File: src/rtl/alu_arbiter_pkg.sv
// Shared ALU opcode encodings, output-register state type and opcode legality check
// for the arbitrated ALU slice.
package alu_arbiter_pkg;

    typedef enum logic [3:0] {
        ALU_OP_ADD  = 4'b0000,
        ALU_OP_SUB  = 4'b0001,
        ALU_OP_SLL  = 4'b0100,
        ALU_OP_SRL  = 4'b0110,
        ALU_OP_SRA  = 4'b0111,
        ALU_OP_AND  = 4'b1001,
        ALU_OP_OR   = 4'b1010,
        ALU_OP_XOR  = 4'b1011,
        ALU_OP_SLTU = 4'b1100,
        ALU_OP_SLT  = 4'b1101
    } alu_op_e;

    typedef enum logic {
        OUT_EMPTY = 1'b0,
        OUT_FULL  = 1'b1
    } out_state_e;

    function automatic logic alu_op_legal(input logic [3:0] op);
        logic legal;
        legal = 1'b0;
        case (op)
            ALU_OP_ADD, ALU_OP_SUB, ALU_OP_SLL, ALU_OP_SRL, ALU_OP_SRA,
            ALU_OP_AND, ALU_OP_OR, ALU_OP_XOR, ALU_OP_SLTU, ALU_OP_SLT: legal = 1'b1;
            default: legal = 1'b0;
        endcase
        return legal;
    endfunction

endpackage

File: src/rtl/alu.sv
// Shared single-cycle combinational ALU; undefined opcodes produce zero.
// Only b[4:0] is used as the shift amount.
module alu
    import alu_arbiter_pkg::*;
(
    input  logic [3:0]  op,
    input  logic [31:0] a,
    input  logic [31:0] b,
    output logic [31:0] result
);

    always_comb begin
        result = '0;
        case (alu_op_e'(op))
            ALU_OP_ADD:  result = a + b;
            ALU_OP_SUB:  result = a - b;
            ALU_OP_SLL:  result = a << b[4:0];
            ALU_OP_SRL:  result = a >> b[4:0];
            ALU_OP_SRA:  result = 32'($signed(a) >>> b[4:0]);
            ALU_OP_AND:  result = a & b;
            ALU_OP_OR:   result = a | b;
            ALU_OP_XOR:  result = a ^ b;
            ALU_OP_SLTU: result = {31'b0, (a < b)};
            ALU_OP_SLT:  result = {31'b0, ($signed(a) < $signed(b))};
            default:     result = '0;
        endcase
    end

endmodule

File: src/rtl/rr_arbiter.sv
// Combinational round-robin arbiter: searches req starting one past 'last',
// wrapping modulo N_REQ; the first set bit wins when en is high.
module rr_arbiter #(
    parameter int unsigned N_REQ = 2,
    parameter int unsigned ID_W  = 1
) (
    input  logic [N_REQ-1:0] req,
    input  logic             en,
    input  logic [ID_W-1:0]  last,
    output logic [N_REQ-1:0] grant_onehot,
    output logic [ID_W-1:0]  grant_id,
    output logic             any
);

    always_comb begin
        int unsigned idx;
        logic        found;
        idx          = 0;
        found        = 1'b0;
        grant_onehot = '0;
        grant_id     = '0;
        for (int unsigned k = 1; k <= N_REQ; k++) begin
            idx = (32'(last) + k) % N_REQ;
            if (!found && req[idx]) begin
                found             = 1'b1;
                grant_onehot[idx] = 1'b1;
                grant_id          = ID_W'(idx);
            end
        end
        any = en && found;
        if (!en) begin
            grant_onehot = '0;
            grant_id     = '0;
        end
    end

endmodule

File: src/rtl/alu_arbiter.sv
// Shares one ALU between N_REQ valid/ready requesters with round-robin arbitration
// and a one-entry result register returned only to the issuing requester.
module alu_arbiter
    import alu_arbiter_pkg::*;
#(
    parameter int unsigned N_REQ = 2,
    parameter int unsigned ID_W  = 1
) (
    input  logic                  clk,
    input  logic                  reset,
    input  logic [N_REQ-1:0]      req_valid,
    output logic [N_REQ-1:0]      req_ready,
    input  logic [4*N_REQ-1:0]    req_op,
    input  logic [32*N_REQ-1:0]   req_a,
    input  logic [32*N_REQ-1:0]   req_b,
    output logic [N_REQ-1:0]      rsp_valid,
    input  logic [N_REQ-1:0]      rsp_ready,
    output logic [31:0]           rsp_data,
    output logic                  rsp_err,
    output logic [ID_W-1:0]       rsp_id
);

    out_state_e        state;
    out_state_e        state_next;
    logic [ID_W-1:0]   last_grant;
    logic              out_full;
    logic              drain;
    logic              slot_free;
    logic              grant_any;
    logic [N_REQ-1:0]  grant_onehot;
    logic [ID_W-1:0]   grant_id;
    logic [3:0]        sel_op;
    logic [31:0]       sel_a;
    logic [31:0]       sel_b;
    logic [31:0]       alu_result;
    logic              op_legal;

    assign out_full  = (state == OUT_FULL);
    assign drain     = out_full && rsp_ready[rsp_id];
    assign slot_free = !out_full || drain;

    // Reset gates the arbiter so no request is acknowledged in the reset cycle.
    rr_arbiter #(
        .N_REQ (N_REQ),
        .ID_W  (ID_W)
    ) u_rr_arbiter (
        .req          (req_valid),
        .en           (slot_free && !reset),
        .last         (last_grant),
        .grant_onehot (grant_onehot),
        .grant_id     (grant_id),
        .any          (grant_any)
    );

    assign req_ready = grant_onehot;

    always_comb begin
        sel_op = '0;
        sel_a  = '0;
        sel_b  = '0;
        for (int unsigned i = 0; i < N_REQ; i++) begin
            if (grant_onehot[i]) begin
                sel_op = sel_op | req_op[4*i +: 4];
                sel_a  = sel_a  | req_a[32*i +: 32];
                sel_b  = sel_b  | req_b[32*i +: 32];
            end
        end
    end

    alu u_alu (
        .op     (sel_op),
        .a      (sel_a),
        .b      (sel_b),
        .result (alu_result)
    );

    assign op_legal = alu_op_legal(sel_op);

    always_ff @(posedge clk) begin
        if (reset) begin
            state <= OUT_EMPTY;
        end else begin
            state <= state_next;
        end
    end

    always_comb begin
        state_next = state;
        case (state)
            OUT_EMPTY: begin
                if (grant_any) state_next = OUT_FULL;
            end
            OUT_FULL: begin
                if (grant_any)  state_next = OUT_FULL;
                else if (drain) state_next = OUT_EMPTY;
            end
            default: state_next = OUT_EMPTY;
        endcase
    end

    always_ff @(posedge clk) begin
        if (reset) begin
            rsp_data   <= '0;
            rsp_err    <= 1'b0;
            rsp_id     <= '0;
            last_grant <= ID_W'(N_REQ - 1);
        end else if (grant_any) begin
            rsp_data   <= op_legal ? alu_result : '0;
            rsp_err    <= !op_legal;
            rsp_id     <= grant_id;
            last_grant <= grant_id;
        end
    end

    always_comb begin
        rsp_valid = '0;
        for (int unsigned i = 0; i < N_REQ; i++) begin
            rsp_valid[i] = out_full && (rsp_id == ID_W'(i));
        end
    end

endmodule
File: config.mk
export PLATFORM = sky130hd
export DESIGN_NAME = alu_arbiter
export DESIGN_NICKNAME = d
export VERILOG_FILES = /design/src/rtl/alu_arbiter_pkg.sv /design/src/rtl/alu.sv /design/src/rtl/rr_arbiter.sv /design/src/rtl/alu_arbiter.sv
export SDC_FILE = /design/constraint.sdc
export NUM_CORES = 1
export LEC_CHECK = 0
export ABC_AREA = 1
export BUFFER_PORTS_ARGS = -buffer_cell sky130_fd_sc_hd__buf_4
export CORE_ASPECT_RATIO = 2
export CORE_MARGIN = 3
export CORE_UTILIZATION = 60
export CTS_CLUSTER_SIZE = 20
export DETAILED_ROUTE_END_ITERATION = 16
export PLACE_DENSITY_LB_ADDON = 0.3
export SKIP_LAST_GASP = 1
export SLEW_MARGIN = 20
export SYNTH_ARGS = -nofsm -noshare
export SYNTH_HDL_FRONTEND = slang
export SYNTH_SLANG_ARGS = --single-unit
export TNS_END_PERCENT = 30
File: constraint.sdc
create_clock -name clk -period 5.45 [get_ports clk]
set_clock_uncertainty 0.05 [all_clocks]
set_input_delay 0.8175 -clock clk [delete_from_list [all_inputs] [get_ports clk]]
set_output_delay 0.8175 -clock clk [all_outputs]
set_load 0.02 [all_outputs]
==> results of run 1 <==
## per-stage QoR
stage          hold WS, ps  std cells  instance area (sq um)  utilization  setup slack, ps
3_5_place_dp           410       2676                  13400        0.687              611
4_1_cts                419       2684                  13600        0.696              895
2_1_floorplan          494       2330                  12100            -             1160
3_3_place_gp           403       2676                  13400        0.687              664
## cell usage after synthesis, types with 2 or more instances
| library cell | number | area [sq um] |
|---|---|---|
| o22ai_1 | 42 | 263 |
| nand2_2 | 5 | 31.3 |
| o21ai_0 | 96 | 480 |
| o221ai_1 | 7 | 61.3 |
| buf_2 | 54 | 270 |
| buf_4 | 11 | 82.6 |
| nor4_1 | 5 | 31.3 |
| inv_1 | 284 | 1070 |
| nor2_4 | 5 | 56.3 |
| nand3b_1 | 7 | 52.6 |
| o31ai_1 | 2 | 15.0 |
| a21boi_0 | 4 | 30.0 |
| a221oi_1 | 2 | 17.5 |
| a21oi_1 | 150 | 751 |
| buf_6 | 5 | 56.3 |
| and2_1 | 3 | 18.8 |
| nand3_2 | 2 | 20.0 |
| clkbuf_1 | 45 | 169 |
| a211oi_1 | 3 | 22.5 |
| fa_1 | 2 | 40.0 |
| a21o_1 | 8 | 60.1 |
| a21oi_4 | 2 | 32.5 |
| nor2_1 | 169 | 634 |
| nand2_1 | 684 | 2570 |
| o2111ai_1 | 3 | 26.3 |
| o22ai_2 | 2 | 25.0 |
| o21ai_2 | 5 | 43.8 |
| inv_2 | 17 | 63.8 |
| buf_1 | 10 | 37.5 |
| xor2_1 | 8 | 70.1 |
| o21a_1 | 5 | 37.5 |
| ha_1 | 100 | 1250 |
| nor3_1 | 23 | 115 |
| o21ai_4 | 4 | 65.1 |
| nor2_2 | 7 | 43.8 |
| o21bai_1 | 7 | 52.6 |
| o21ai_1 | 13 | 65.1 |
| o211ai_1 | 20 | 150 |
| nand4_1 | 78 | 488 |
| nand3_1 | 385 | 1930 |
| a31oi_1 | 3 | 18.8 |
| dfxtp_1 | 36 | 721 |
## cell families after synthesis
family / share of synthesized area
xor+xnor: 0.00651
simple gates: 0.497
buf+inv: 0.144
compound gates: 0.185
fa+ha+maj: 0.107
flops: 0.0595
## metal layers
metal / GRT usage / GRT overflow
met1: 0.577 / 2
met2: 0.843 / 54
met3: 0.319 / 0
met4: 0.642 / 39
met5: 0.0253 / 0
==> flow_metrics.py, run 1 <==
metrics = {
    "outcome": {
        "first-error": "[ERROR GRT-0116] Global routing finished with congestion. Check the congestion regions in the DRC Viewer.",
        "haltStage": "global routing",
        "status": "aborted with a tool error",
    },
    "synth": {
        "yosysWarnings": 0,
        "syn_area_sq_mm": 0.0121,
        "ys_seq_area_frac": 0.0595,
        "ys_types": 49,
        "ys.flop_type": "dfxtp_1",
        "syn_area_per_cell_sq_um": 5.20,
        "synth_edf_count": 0,
        "synth-seq-cells": 36,
        "synthesis.instances": 2330,
        "async_reset_ff_frac": 0,
        "syn_nets": 2574,
    },
    "die": {
        "rows": 72,
        "start_util": 0.619,
        "top_level_ports": 180,
        "dieHeight_um": 207,
        "die_x_um": 106,
    },
    "clock_network": {
        "cts_max_path_buffers": 2,
        "cts_hold_buf": 0,
        "clock-root-buffer": "clkbuf_16",
        "cts_buffers": 5,
        "clock_sinks": 36,
        "cts_resized": 0,
        "post_cts_buffers": 0,
        "cts_max_level": 2,
    },
    "placement": {
        "port_buffers": 179,
        "place.gp.congestion": 1.30,
        "dpl.hpwl_um": 47900,
    },
    "global_routing": {
        "grt-ovfl-total": 95,
        "grt_first_pass_wirelength_um": 103000,
        "grt_max_degree": 71,
        "grt_use_total": 0.593,
        "grt_pass1_vias": 17961,
    },
}
==> run 2, diff against run 1 <==
--- a/config.mk
+++ b/config.mk
@@ -7,12 +7,10 @@
 export LEC_CHECK = 0
 export ABC_AREA = 1
 export BUFFER_PORTS_ARGS = -buffer_cell sky130_fd_sc_hd__buf_4
-export CORE_ASPECT_RATIO = 2
 export CORE_MARGIN = 3
-export CORE_UTILIZATION = 60
-export CTS_CLUSTER_SIZE = 20
+export CORE_UTILIZATION = 40
 export DETAILED_ROUTE_END_ITERATION = 16
-export PLACE_DENSITY_LB_ADDON = 0.3
+export PLACE_DENSITY_LB_ADDON = 0.15
 export SKIP_LAST_GASP = 1
 export SLEW_MARGIN = 20
 export SYNTH_ARGS = -nofsm -noshare
==> run 2 against run 1 <==
  * The run now ends clean
  * Synthesized cell count stayed put
  * Synthesized area stayed put
==> flow_metrics.py, run 2 <==
metrics = {
    "outcome": {
        "status": "finished clean",
    },
    "synth": {
        "synth_most_common_cell": "nand2_1",
        "netlist.area_leader.share": 0.212,
        "syn_nets": 2574,
        "synthTopCellsByCount": "nand2_1 (684), nand3_1 (385), inv_1 (284), nor2_1 (169), a21oi_1 (150)",
        "synth-seq-cells": 36,
        "ys.flop_type": "dfxtp_1",
        "ys_types": 49,
        "synth_edf_count": 0,
        "yosys-top-cells-area": "nand2_1 (21%), nand3_1 (16%), ha_1 (10%), inv_1 (8.8%), a21oi_1 (6.2%)",
        "yosysWarnings": 0,
        "yosysTopAreaCell": "nand2_1",
        "async_reset_ff_frac": 0,
        "ys_seq_area_frac": 0.0595,
        "syn_area_sq_mm": 0.0121,
        "synthesis.instances": 2330,
        "syn_area_per_cell_sq_um": 5.20,
    },
    "placement": {
        "port_buffers": 179,
        "place.gp.congestion": 1.11,
        "dpl.hpwl_um": 53400,
        "dp.cells": 2807,
    },
    "timing": {
        "hold_violations": 0,
        "rsz0062_at_grt": "false",
        "setup_violations": 0,
        "clock.fmax_mhz": 211,
        "fin_crit_ps": 4740,
        "tightest_slew_ps": 924,
        "slew_headroom": 0.383,
        "period_share": 0.869,
        "maxSlewViolCount": 0,
        "timing.setup.tns_ps": 0,
    },
    "worst_setup_path": {
        "critPathLaunchType": "input port",
        "regToRegStartpoint": "rsp_id",
        "critPathKind": "input port to flop",
        "r2r_cells": 19,
        "required_ps": 5560,
        "crit_path_cell_trace": "buf_4, nand2_1, nand3_2, nand3_4, o21ai_0, inv_1, ha_1, fa_1, nor2_1, nor2_1, o21ai_0, a21oi_1, o21ai_0, nand2_1, nand2_1, nor2_1, nor2_1, nand3_1, nand2_1, a21oi_1",
        "cpPeakStageDelay_ps": 510,
        "r2r_end": "rsp_data[20]",
        "rrSetupSlack_ps": 810,
        "cp_max_fo": 20,
        "cpMaxStageDelayCell": "o21ai_0",
        "end_kind": "flop",
        "cp.arrival_ps": 4840,
    },
    "cells_and_area": {
        "drive_gt1_frac": 0.113,
        "fin_nets": 2668,
        "layout_commonest_cell": "nand2_1",
        "final_cells": 2816,
        "largest_reg_flops": 32,
        "fillers": 3408,
        "final_cell_mix": "nand2_1 (684), nand3_1 (385), inv_1 (282), buf_4 (209), nor2_1 (169)",
        "seq_area_sq_um": 721,
        "regMostFlops": "rsp_data",
        "syn2layout_area_growth_pct": 13.8,
        "multi_input_area_sq_mm": 0.00966,
    },
    "clock_network": {
        "cts.clk_slew.worst_paths_ps": 60,
        "cts_hold_buf": 0,
        "clock_sinks": 36,
        "clock-root-buffer": "clkbuf_16",
        "cts_max_path_buffers": 2,
        "cts_max_level": 2,
        "cts_buffers": 5,
        "tritoncts": "done",
        "worstSkewPairLatency_ps": 300,
        "cts_resized": 0,
        "post_cts_buffers": 0,
    },
    "routing": {
        "wl_met3_um": 8930,
        "m1WireLength_um": 27100,
        "wl_met2_um": 25500,
        "antenna_left": 0,
        "routed-via-count": 16868,
        "top_layer": "met4",
        "totalWireLength_um": 65400,
        "dr.pass1.iters": 7,
        "wl_per_cell_um": 23.2,
        "drc": 0,
        "via_per_inst": 5.99,
        "drtIter0Drc": 2503,
    },
    "run": {
        "drv_cap": 0,
    },
    "die": {
        "die_area_sq_mm": 0.0324,
        "dieHeight_um": 180,
        "die_x_um": 180,
        "rows": 63,
        "fp.coreArea_sq_mm": 0.0297,
        "top_level_ports": 180,
        "start_util": 0.407,
    },
    "global_routing": {
        "grt_max_degree": 71,
        "grt_first_pass_wirelength_um": 96100,
        "grt-ovfl-total": 0,
        "grt_use_total": 0.383,
        "grt_pass1_vias": 15499,
        "antenna_found_initial": 0,
    },
    "worst_hold_path": {
        "worstHoldEndpoint": "rsp_data[10]",
        "hold_path_depth": 2,
        "min-delay-start": "rsp_data[10]",
        "hold_path.class": "flop to flop",
    },
    "power_and_ir_drop": {
        "vdd_drop_max_v": 0.000110,
        "p_leak_nw": 7.09,
        "p_per_area_mw_per_mm2": 169,
    },
}
## run 2: cell counts after synthesis
Identical to the previous run, type by type.
## run 2: cells by family after synthesis
| logic type | after synthesis | synth area share |
|---|---|---|
| XOR/XNOR | 9 | 0.00651 |
| flip-flops | 36 | 0.0595 |
| adder cells (fa/ha/maj) | 102 | 0.107 |
| AO/OA/AOI/OAI | 380 | 0.185 |
| AND/OR/NAND/NOR | 1376 | 0.497 |
| buffers and inverters | 427 | 0.144 |
## run 2: final cells by class
cell class / instances / share of cell area
Antenna cell: 1 / 0.000182
Clock buffer: 5 / 0.00908
Clock inverter: 3 / 0.00136
Inverter: 302 / 0.0823
Multi-Input combinational cell: 1867 / 0.701
Sequential cell: 36 / 0.0523
Tap cell: 390 / 0.0354
Timing Repair Buffer: 212 / 0.118
## run 2: metal layers
metal  vias up  global-route usage
met1      7711               0.528
met4         0               0.182
met3       125               0.120
met5         -                   0
met2      1136               0.538
li1       7896                   -
## run 2: worst max path at each step
stage	start	end	slack, ps
2_1_floorplan	reset	rsp_data[20]	1160
3_3_place_gp	rsp_ready[1]	rsp_data[20]	570
3_5_place_dp	rsp_ready[1]	rsp_data[20]	560
4_1_cts	rsp_ready[1]	rsp_data[20]	850
5_1_grt	rsp_ready[1]	rsp_data[20]	480
6_report	rsp_ready[1]	rsp_data[20]	710
## run 2: worst max-delay path: cells and delay by family
family,cells,cell delay (ps)
and+or+nand+nor,11,1490
adders and majority gates,2,800
AOI/OAI and AO/OA,5,1460
buffers and inverters,2,250
## run 2: power by group
| group | switching, W | internal, W |
|---|---|---|
| registers | 0.0000187 | 0.000283 |
| logic | 0.00122 | 0.000508 |
| clock network | 0.000135 | 0.000169 |
| total | 0.00137 | 0.000960 |
## run 2: metrics by stage
step / power, W / util / cell area (sq um) / hold slack, ps / worst slack [ps]
after floorplan: 0.00137 / - / 12100 / 494 / 1160
after global placement: 0.00196 / 0.459 / 13600 / 402 / 572
after detailed placement: 0.00196 / 0.459 / 13600 / 409 / 557
after CTS: 0.00227 / 0.464 / 13800 / 419 / 848
after global routing: 0.00249 / 0.464 / 13800 / 434 / 476
final: 0.00233 / 0.464 / 13800 / 417 / 714
No activity file was read; power rests on OpenSTA's default activity.
